**config.mk**
```make
export PLATFORM = sky130hd
export DESIGN_NAME = demo_sequencer
export DESIGN_NICKNAME = d
export VERILOG_FILES = /design/src/rtl/demo_sequencer.sv
export SDC_FILE = /design/constraint.sdc
export NUM_CORES = 1
export LEC_CHECK = 0
export CAP_MARGIN = 40
export CELL_PAD_IN_SITES_DETAIL_PLACEMENT = 0
export CELL_PAD_IN_SITES_GLOBAL_PLACEMENT = 1
export CORE_ASPECT_RATIO = 0.9
export CORE_MARGIN = 4
export CORE_UTILIZATION = 30
export DETAILED_ROUTE_END_ITERATION = 16
export GPL_TIMING_DRIVEN = 0
export PLACE_DENSITY_LB_ADDON = 0.1
export SLEW_MARGIN = 5
export SYNTH_ARGS = -nofsm -noshare
export SYNTH_HDL_FRONTEND = slang
export SYNTH_SLANG_ARGS = --single-unit
```
**constraint.sdc**
```tcl
create_clock -name clk -period 3.85 [get_ports clk]
set_clock_uncertainty 0.05 [all_clocks]
set_input_delay 0.385 -clock clk [delete_from_list [all_inputs] [get_ports clk]]
set_output_delay 0.385 -clock clk [all_outputs]
set_load 0.005 [all_outputs]
```
**src/rtl/demo_sequencer.sv**
```systemverilog
// demo_sequencer: frame-synchronous scene scheduler.
// Counts frames from the falling edge of v_sync, steps through NUM_SCENES
// scenes and produces a beat pulse every FRAMES_PER_BEAT frames.
// Define DEMO_SEQ_FADE_EN to enable the FADE_IN / RUN / FADE_OUT brightness
// fades between scenes; without it the sequencer cuts straight between
// scenes and fade stays at full brightness.

module demo_sequencer #(
    parameter int NUM_SCENES      = 4,
    parameter int SCENE_FRAMES    = 240,
    parameter int FADE_FRAMES     = 4,
    parameter int FRAMES_PER_BEAT = 15
) (
    input  logic       clk,
    input  logic       rst_n,
    input  logic       v_sync,
    input  logic       hold,
    input  logic       skip,
    output logic [2:0] scene,
    output logic [7:0] scene_frame,
    output logic [1:0] fade,
    output logic       new_scene,
    output logic       beat,
    output logic [3:0] beat_step
);

    // A configuration outside the supported ranges would truncate the
    // counters below, so such a build never generates frame ticks.
    localparam bit CFG_OK = (NUM_SCENES >= 1) && (NUM_SCENES <= 8) &&
                            (SCENE_FRAMES >= 2) && (SCENE_FRAMES <= 255) &&
                            (FADE_FRAMES >= 1) && (FADE_FRAMES <= 255) &&
                            (FRAMES_PER_BEAT >= 1) && (FRAMES_PER_BEAT <= 255);

    localparam logic [2:0] SCENE_LAST = 3'(NUM_SCENES - 1);
    localparam logic [7:0] FRAME_LAST = 8'(SCENE_FRAMES - 1);
    localparam logic [7:0] BEAT_LAST  = 8'(FRAMES_PER_BEAT - 1);

    // Input edge detection
    logic       vs_q, vs_d;
    logic       skip_q, skip_d;
    logic       tick;
    logic       step_en;
    logic       skip_rise;

    // Beat divider
    logic [7:0] bdiv_q, bdiv_d;
    logic       beat_q, beat_d;
    logic [3:0] beat_step_q, beat_step_d;

    // Scene state shared by both builds
    logic [2:0] scene_q, scene_d;
    logic [7:0] scene_frame_q, scene_frame_d;
    logic       new_scene_q, new_scene_d;
    logic       skip_pend_q, skip_pend_d;

    // Helpers derived from the current scene state
    logic [7:0] frame_inc;
    logic [2:0] scene_next;

    assign tick      = CFG_OK & vs_q & ~v_sync;
    assign step_en   = tick & ~hold;
    assign skip_rise = skip & ~skip_q;

    assign frame_inc  = (scene_frame_q == 8'hFF) ? 8'hFF : scene_frame_q + 8'd1;
    assign scene_next = (scene_q == SCENE_LAST) ? 3'd0 : scene_q + 3'd1;

    // Next values of the edge-detect samplers
    always_comb begin
        vs_d   = v_sync;
        skip_d = skip;
    end

    // Beat divider runs on every tick regardless of hold or scene state
    always_comb begin
        bdiv_d      = bdiv_q;
        beat_d      = 1'b0;
        beat_step_d = beat_step_q;
        if (tick) begin
            if (bdiv_q == BEAT_LAST) begin
                bdiv_d      = 8'd0;
                beat_d      = 1'b1;
                beat_step_d = beat_step_q + 4'd1;
            end else begin
                bdiv_d = bdiv_q + 8'd1;
            end
        end
    end

`ifdef DEMO_SEQ_FADE_EN

    localparam logic [7:0] FADE_LAST = 8'(FADE_FRAMES - 1);

    typedef enum logic [1:0] {
        ST_FADE_IN  = 2'd0,
        ST_RUN      = 2'd1,
        ST_FADE_OUT = 2'd2
    } state_t;

    state_t     state_q, state_d;
    logic [7:0] fcnt_q, fcnt_d;
    logic [1:0] fade_q, fade_d;

    // Scene FSM: fade in, hold at full brightness, fade out, next scene
    always_comb begin
        state_d       = state_q;
        fcnt_d        = fcnt_q;
        fade_d        = fade_q;
        scene_d       = scene_q;
        scene_frame_d = scene_frame_q;
        new_scene_d   = 1'b0;
        skip_pend_d   = skip_pend_q;

        if ((state_q == ST_RUN) && skip_rise) begin
            skip_pend_d = 1'b1;
        end

        if (step_en) begin
            scene_frame_d = frame_inc;
            case (state_q)
                ST_FADE_IN: begin
                    if (fcnt_q == FADE_LAST) begin
                        fcnt_d = 8'd0;
                        fade_d = fade_q + 2'd1;
                        if (fade_q == 2'd2) begin
                            state_d = ST_RUN;
                        end
                    end else begin
                        fcnt_d = fcnt_q + 8'd1;
                    end
                end
                ST_RUN: begin
                    if ((scene_frame_q == FRAME_LAST) || skip_pend_q) begin
                        state_d     = ST_FADE_OUT;
                        fcnt_d      = 8'd0;
                        skip_pend_d = 1'b0;
                    end
                end
                ST_FADE_OUT: begin
                    if (fcnt_q == FADE_LAST) begin
                        fcnt_d = 8'd0;
                        fade_d = fade_q - 2'd1;
                        if (fade_q == 2'd1) begin
                            state_d       = ST_FADE_IN;
                            scene_d       = scene_next;
                            scene_frame_d = 8'd0;
                            new_scene_d   = 1'b1;
                        end
                    end else begin
                        fcnt_d = fcnt_q + 8'd1;
                    end
                end
                default: begin
                    state_d = ST_FADE_IN;
                    fcnt_d  = 8'd0;
                    fade_d  = 2'd0;
                end
            endcase
        end
    end

    // Fade state registers
    always_ff @(posedge clk) begin
        if (!rst_n) begin
            state_q <= ST_FADE_IN;
            fcnt_q  <= 8'd0;
            fade_q  <= 2'd0;
        end else begin
            state_q <= state_d;
            fcnt_q  <= fcnt_d;
            fade_q  <= fade_d;
        end
    end

    assign fade = fade_q;

`else

    // Hard cuts: the scene changes on the tick that ends it
    always_comb begin
        scene_d       = scene_q;
        scene_frame_d = scene_frame_q;
        new_scene_d   = 1'b0;
        skip_pend_d   = skip_pend_q;

        if (skip_rise) begin
            skip_pend_d = 1'b1;
        end

        if (step_en) begin
            if ((scene_frame_q == FRAME_LAST) || skip_pend_q) begin
                scene_d       = scene_next;
                scene_frame_d = 8'd0;
                new_scene_d   = 1'b1;
                skip_pend_d   = 1'b0;
            end else begin
                scene_frame_d = frame_inc;
            end
        end
    end

    assign fade = 2'd3;

`endif

    // Registers common to both builds
    always_ff @(posedge clk) begin
        if (!rst_n) begin
            vs_q          <= 1'b0;
            skip_q        <= 1'b0;
            bdiv_q        <= 8'd0;
            beat_q        <= 1'b0;
            beat_step_q   <= 4'd0;
            scene_q       <= 3'd0;
            scene_frame_q <= 8'd0;
            new_scene_q   <= 1'b0;
            skip_pend_q   <= 1'b0;
        end else begin
            vs_q          <= vs_d;
            skip_q        <= skip_d;
            bdiv_q        <= bdiv_d;
            beat_q        <= beat_d;
            beat_step_q   <= beat_step_d;
            scene_q       <= scene_d;
            scene_frame_q <= scene_frame_d;
            new_scene_q   <= new_scene_d;
            skip_pend_q   <= skip_pend_d;
        end
    end

    assign scene       = scene_q;
    assign scene_frame = scene_frame_q;
    assign new_scene   = new_scene_q;
    assign beat        = beat_q;
    assign beat_step   = beat_step_q;

endmodule

```
# Word-level counts from Yosys, hierarchy flattened
# Cells that the tools add are included.
# op_classes
add_sub_neg,4
eq_ne,4
n_mux,9
reduce_logical,5
bitwise,6
# op_table
op,n
$mux 8,3
$add 8x1->8 const B,2
$eq 8x8->1 const B,2
$eq 8x4->1 const B,1
$reduce_and 2->1,4
$mux 1,5
$add 4x1->4 const B,1
$add 3x1->3 const B,1
$and 1x1->1,3
$eq 3x2->1 const B,1
$mux 3,1
$not 1->1,3
$logic_or 1x1->1,1
# totals
ff_bits,28
input_bits,5

# Depth between registers and ports, before layout
# Gate-level depths: netlist (run 1).
# depth
depth_word,5
ltp_mapped,6
ltp_nobuf,5

# Worst setup path after synthesis (run 1)
# No wires, ideal clock.
# synth_timing
path_type,reg2reg
from,"register scene_frame_q[0], in the netlist scene_frame[0]"
to,"register scene_q[0], in the netlist scene[0]"
setup_ns,0.072
period_less_slack_ns,1.625
n_path_buf,0
setup_slack_ns,2.225
stages_incl_launch_ff,6
arrival_ns,1.503
path_cell_list,dfxtp_1 -> ha_1 -> nand4_1 -> o31a_1 -> nor2_2 -> mux2i_1
# synth_via
elab_chain_cells,3
# synth_rtl
element,line,source
from (decl),52,"logic [7:0] scene_frame_q, scene_frame_d;"
from (signal assigned),224,scene_frame_q <= scene_frame_d;
$eq 8x8->1,190,if ((scene_frame_q == FRAME_LAST) || skip_pend_q) begin
$logic_or 1x1->1,190,
$reduce_and 2->1 (no line),-,
to (signal assigned),223,scene_q <= scene_d;
to (decl),51,"logic [2:0] scene_q, scene_d;"
# No other way between the ends.
# A chain may end at the register's enable or synchronous reset.

# Final worst setup path (run 1)
# layout_timing
from,"register scene_frame_q[0], in the netlist scene_frame[0]"
to,"register scene_q[1], in the netlist scene[1]"
# The elaborated chain is that of the path after synthesis.

==> results.ini, run 1 <==
[floorplan]
io_pins=24
fp.dieArea_um2=5610
initial_core_util_pct=32.1
dieHeight_um=71.4
die_x_um=78.5
num_rows=22
core-area_um2=4180

[global_route]
grt-ovfl-total=0
antenna_found_initial=0
grt_pass1_vias=1088
grt_first_pass_wirelength_mm=5.09
grt_max_degree=16
track_usage_pct=11.2

[synthesis]
yosysMostFrequentCell=dfxtp_1
ys_types=42
syn_area_um2=1340
ys_ff_latch=28
ys_top_cells_by_count=dfxtp_1 (28), nor2_1 (16), nand2_1 (12), xor2_1 (8), a21oi_1 (7)
ys_seq_area_share_pct=41.8
netlist_instances=150
synth_warnings=0
synth_area_leaders=dfxtp_1 (42%), xor2_1 (5.2%), ha_1 (4.7%)
ys.flop_type=dfxtp_1
synth_top_cell_area_share_pct=41.8
async_reset_ff_share_pct=0
synth.largest_area_cell=dfxtp_1
synth_edf_count=0
avgSynthCellArea_um2=8.94

[clock_tree]
insertion_delay_ns=0.27
clkTransAtPathRegs_ns=0.10
cts_setup_buffers=0
cts_inserted_buffers=3
cts_tree=done
clk_path_buf_depth=2
cts_hold_buf=0
postCtsResizedCells=0
htreeDepth=1
cts.sinks=28
cts_root_buf=clkbuf_8

[routing]
drc=0
wl_per_cell_um=12.3
first_iter_violations=78
vias=1111
dr_wl_met2_mm=1.26
wl_met1_mm=1.48
ant_nets=0
wl_met3_um=147
top_layer=met4
dr.pass1.iters=4
vias_per_cell=4.71
wl_mm=2.91

[placed_design]
gp_congestion=0.763
dpl.hpwl_mm=2.19
port_buffers=21
dp_worst_setup_slack_ns=1.73

[critical_path]
r2r_cells=5
critical_path.max_stage_delay_ns=0.46
worstPathRequired_ns=4.01
timing.rr.end=scene[1]
crit_path_end_kind=register
crit_type=reg2reg
path_max_fanout=7
cpMaxStageDelayCell=dfxtp_1
arrival_ns=2.06
regToRegStartpoint=scene_frame[0]
path_cells=ha_1 -> nand4_1 -> o31a_1 -> nor2_2 -> mux2i_1
cp-start-kind=register
regToRegSetupSlack_ns=1.95

[timing]
grt_setup_unrepaired=no
period_share_pct=49.3
setup_slack_ns=1.95
fmax_mhz=527
drv_slew=0
min_period_ns=1.90
finalSetupViolCount=0
hold_viol=0
fin_setup_tns_ns=0

[cells_and_area]
seq_area_um2=561
num_antenna_cells=0
area_growth_pct=25.7
fillers=437
drive_gt1_share_pct=9.66
multiInputGateArea_um2=718
finalNetCount=187

[power]
power_frac_comb_pct=5.7
power.total_mw=0.513
switching_share_pct=22.3
power_frac_clock_pct=36.3
leakage_nw=0.597
power_switching_mw=0.114
p_seq_share_pct=58.0
ir_drop_v=0.000209
internal-power_mw=0.398
p_per_area_nw_per_um2=304

[flow_run]
maxCapViolations=0

[worst_hold_path]
worstHoldStart=scene[2]
hold_path.class=reg2reg
whs_path_depth=2
hold_end=scene[2]

[outcome]
status=completed

## critical path: cells and delay by family, from the launching register on
family                   cells  cell delay (ns)
flip-flops                   1             0.46
AND/OR/NAND/NOR              2             0.45
AO/OA/AOI/OAI                1             0.35
adder cells (fa/ha/maj)      1             0.31
multiplexers                 1             0.21
## cell type report
class                      count  area share [%]
buffer                         9            2.82
tap                           60            4.45
inverter                       5            1.11
clock buffer                   4            3.27
timing repair buffer          21            12.5
multi-input combinational    109            42.6
sequential                    28            33.3
## metal layers
metal,track usage [%],up-vias
li1,-,580
met1,15.5,504
met2,17.6,25
met3,3.02,2
met4,2.33,0
met5,0,-
## state kept, by name, indices dropped and copies added (netlist names)
| name | cells |
|---|---|
| bdiv_q | 8 |
| beat | 1 |
| beat_step | 4 |
| new_scene | 1 |
| scene | 3 |
| scene_frame | 8 |
| skip_pend_q | 1 |
| skip_q | 1 |
| vs_q | 1 |
## kinds of logic (layout without fill, tap and decap cells)
family / after synthesis / in the layout / synth area share, %
adder cells (fa/ha/maj): 5 / 5 / 4.66
other: 1 / 2 / 0.280
AO/OA/AOI/OAI: 28 / 28 / 13.8
AND/OR/NAND/NOR: 60 / 60 / 24.9
flip-flops: 28 / 28 / 41.8
XOR/XNOR: 10 / 10 / 6.53
buffers and inverters: 14 / 39 / 4.94
multiplexers: 4 / 4 / 3.08
## power groups by stage
| stage | Sequential (mW) | Combinational, mW | Clock, mW |
|---|---|---|---|
| 3_5_place_dp | 0.304 | 0.0297 | 0 |
| 6_report | 0.297 | 0.0294 | 0.186 |
| 3_3_place_gp | 0.304 | 0.0295 | 0 |
| 4_1_cts | 0.297 | 0.0299 | 0.193 |
| 2_1_floorplan | 0.303 | 0.0188 | 0 |
| 5_1_grt | 0.298 | 0.0333 | 0.204 |
## worst max-delay path by stage
stage / from / endpoint / slack (ns)
6_report: scene_frame[0] / scene[1] / 1.95
5_1_grt: scene_frame[0] / scene[1] / 1.75
4_1_cts: scene_frame[0] / scene[1] / 1.95
3_5_place_dp: v_sync / scene_frame[3] / 1.73
3_3_place_gp: v_sync / scene_frame[4] / 1.72
2_1_floorplan: scene_frame[0] / scene[0] / 2.23
## layout by cell type (no fill, tap or decap), types with 3 or more instances in the layout
master / n
inv_1: 5
xor2_1: 8
nor3_1: 5
buf_2: 4
nor2_1: 16
nand3_1: 4
ha_1: 5
dfxtp_1: 28
a21oi_1: 7
mux2i_1: 3
clkbuf_8: 4
nand4_1: 6
o21ai_0: 6
nand2_1: 12
clkdlybuf4s50_1: 21
## per-stage QoR
step           cell area, µm²  hold WS (ns)  instances  utilization [%]
2_1_floorplan            1350         0.386        151                -
3_5_place_dp             1630         0.384        232             39.0
3_3_place_gp             1630         0.389        232             39.0
6_report                 1690         0.399        236             40.3
4_1_cts                  1690         0.404        236             40.3
5_1_grt                  1690         0.435        236             40.3
(Power assumes the default switching activity.)
==> run 2, diff against run 1 <==
==> constraint.sdc (replaced) <==
create_clock -name clk -period 1.7 [get_ports clk]
set_clock_uncertainty 0.05 [all_clocks]
set_input_delay 0.17 -clock clk [delete_from_list [all_inputs] [get_ports clk]]
set_output_delay 0.17 -clock clk [all_outputs]
set_load 0.005 [all_outputs]
==> results.ini, run 2 (same netlist as run 1, synthesis figures left out) <==
[global_route]
grt-ovfl-total=0  ; unchanged
antenna_found_initial=0  ; unchanged
met1_usage_pct=15.6  ; +0.077 points
grt_first_pass_wirelength_mm=5.13  ; +0.81%
met3_usage_pct=3.02  ; unchanged
grt_max_degree=16  ; unchanged
track_usage_pct=11.3  ; +0.053 points
grt_pass1_vias=1096  ; +0.74%
grtUsageMet2_pct=17.7  ; +0.095 points
top_usage_layer=met2

[floorplan]
die_x_um=78.5  ; unchanged
initial_core_util_pct=32.1  ; unchanged
fp.dieArea_um2=5610  ; unchanged
num_rows=22  ; unchanged
io_pins=24  ; unchanged
core-area_um2=4180  ; unchanged
dieHeight_um=71.4  ; unchanged

[power]
ir_drop_v=0.000473  ; +130%
p_per_area_nw_per_um2=677  ; +120%
power.total_mw=1.16  ; +130%
leakage_nw=0.600  ; +0.50%

[placed_design]
dpl.hpwl_mm=2.19  ; unchanged
gp_congestion=0.763  ; unchanged
dp.cells=232  ; unchanged
port_buffers=21  ; unchanged

[worst_hold_path]
worstHoldStart=scene[2]
hold_end=scene[2]
whs_path_depth=2  ; unchanged
hold_path.class=reg2reg

[critical_path]
crit_path_end_kind=register
cp_top_family=flip-flops
worst-path-buf-inv=1  ; +1
regToRegSetupSlack_ns=0.14  ; -1.81 ns
cpMaxStageDelayCell=dfxtp_2
timing.rr.end=scene_frame[2]
cp-start-kind=register
arrival_ns=1.71  ; -0.35 ns
regToRegStartpoint=scene_frame[1]
crit_type=reg2reg
r2r_cells=6  ; +1
critical_path.max_stage_delay_ns=0.41  ; -0.05 ns
path_max_fanout=6  ; -1
path_cells=ha_4 -> nand4_1 -> buf_4 -> nor2_1 -> o21ai_0 -> a211oi_1
worstPathRequired_ns=1.85  ; -2.16 ns

[routing]
dr.pass1.iters=4  ; unchanged
wl_per_cell_um=12.4  ; +0.23%
ant_nets=0  ; unchanged
drc=0  ; unchanged
wl_mm=2.93  ; +0.65%
vias=1124  ; +1.2%
first_iter_violations=76  ; -2.6%
vias_per_cell=4.74  ; +0.74%

[cells_and_area]
seq_area_um2=566  ; +0.89%
finalNetCount=188  ; +0.53%
fillers=434  ; -0.69%
layout_commonest_cell=dfxtp_1
multiInputGateArea_um2=738  ; +2.8%
drive_gt1_share_pct=12.4  ; +2.8 points
area_growth_pct=28.1
mostFrequentLayoutCells=dfxtp_1 (26), clkdlybuf4s50_1 (21), nor2_1 (16), nand2_1 (12), xor2_1 (8)
finalNonFillerCells=237  ; +0.42%
num_antenna_cells=0  ; unchanged

[clock_tree]
cts_tree=done
insertion_delay_ns=0.28  ; about the same
cts_root_buf=clkbuf_8
clkTransAtPathRegs_ns=0.10  ; about the same
clk_path_buf_depth=2  ; unchanged
cts_inserted_buffers=3  ; unchanged
cts.sinks=28  ; unchanged
htreeDepth=1  ; unchanged

[timing]
fmax_mhz=641  ; +22%
finalSetupViolCount=0  ; unchanged
fin_setup_tns_ns=0  ; unchanged
grt_setup_unrepaired=no
min_period_ns=1.56  ; -0.336 ns
hold_viol=0  ; unchanged
drv_slew=0  ; unchanged
period_share_pct=91.8  ; +43 points
whs_ns=0.399  ; +0.000386 ns

[flow_run]
maxCapViolations=0  ; unchanged

[outcome]
status=completed

[run 2: worst max-delay path by stage]
stage,slack (ns),end,cells after the start,startpoint
detailed placement,-0.20,scene_frame[3],6,v_sync
global placement,-0.21,scene_frame[4],6,v_sync
floorplan,0.08,scene[0],5,scene_frame[0]
CTS,0.04,scene[1],5,scene_frame[0]
finish,0.14,scene_frame[2],6,scene_frame[1]
global route,0.002,scene_frame[5],4,skip_pend_q
[run 2: what timing repair did]
action | CTS | global route
buffers inserted | 1 | 0
setup endpoints to repair | 9 | 7
pin swaps | 1 | 1
hold buffers | 0 | 0
resized for setup | 4 | 3
[run 2: metrics by stage]
| step | cell area, µm² | worst slack [ns] | utilization, % |
|---|---|---|---|
| 6_report | 1720 | 0.140 | 41.1 |
| 5_1_grt | 1720 | 0.00201 | 41.1 |
| 4_1_cts | 1700 | 0.0355 | 40.7 |
| 3_5_place_dp | 1630 | -0.204 | 39.0 |
| 3_3_place_gp | 1630 | -0.213 | 39.0 |
| 2_1_floorplan | 1350 | 0.0752 | - |
[run 2: cell type report]
class,count,share of cell area [%]
well taps,60,4.37
inverters,5,1.09
flip-flops and latches,28,32.9
plain buffers,9,2.77
multi-input cells,109,43.0
clock buffers,4,3.20
repair buffers,22,12.7
[run 2: power by group]
group / internal, mW / total [mW] / switching (mW)
combinational: 0.0313 / 0.0684 / 0.0370
clock: 0.208 / 0.423 / 0.216
sequential: 0.663 / 0.672 / 0.00916
[run 2: per-layer routing]
layer / part of all wire (%) / vias to the layer above
met5: 0 / -
met4: 0.92 / 0
met3: 4.7 / 4
met2: 43 / 25
met1: 51 / 512
li1: - / 583
[run 2: worst min-delay path, cell delays in order (launching register included)]
cell and delay, ns:
dfxtp_1 0.33, nand2_1 0.05, a21oi_1 0.03
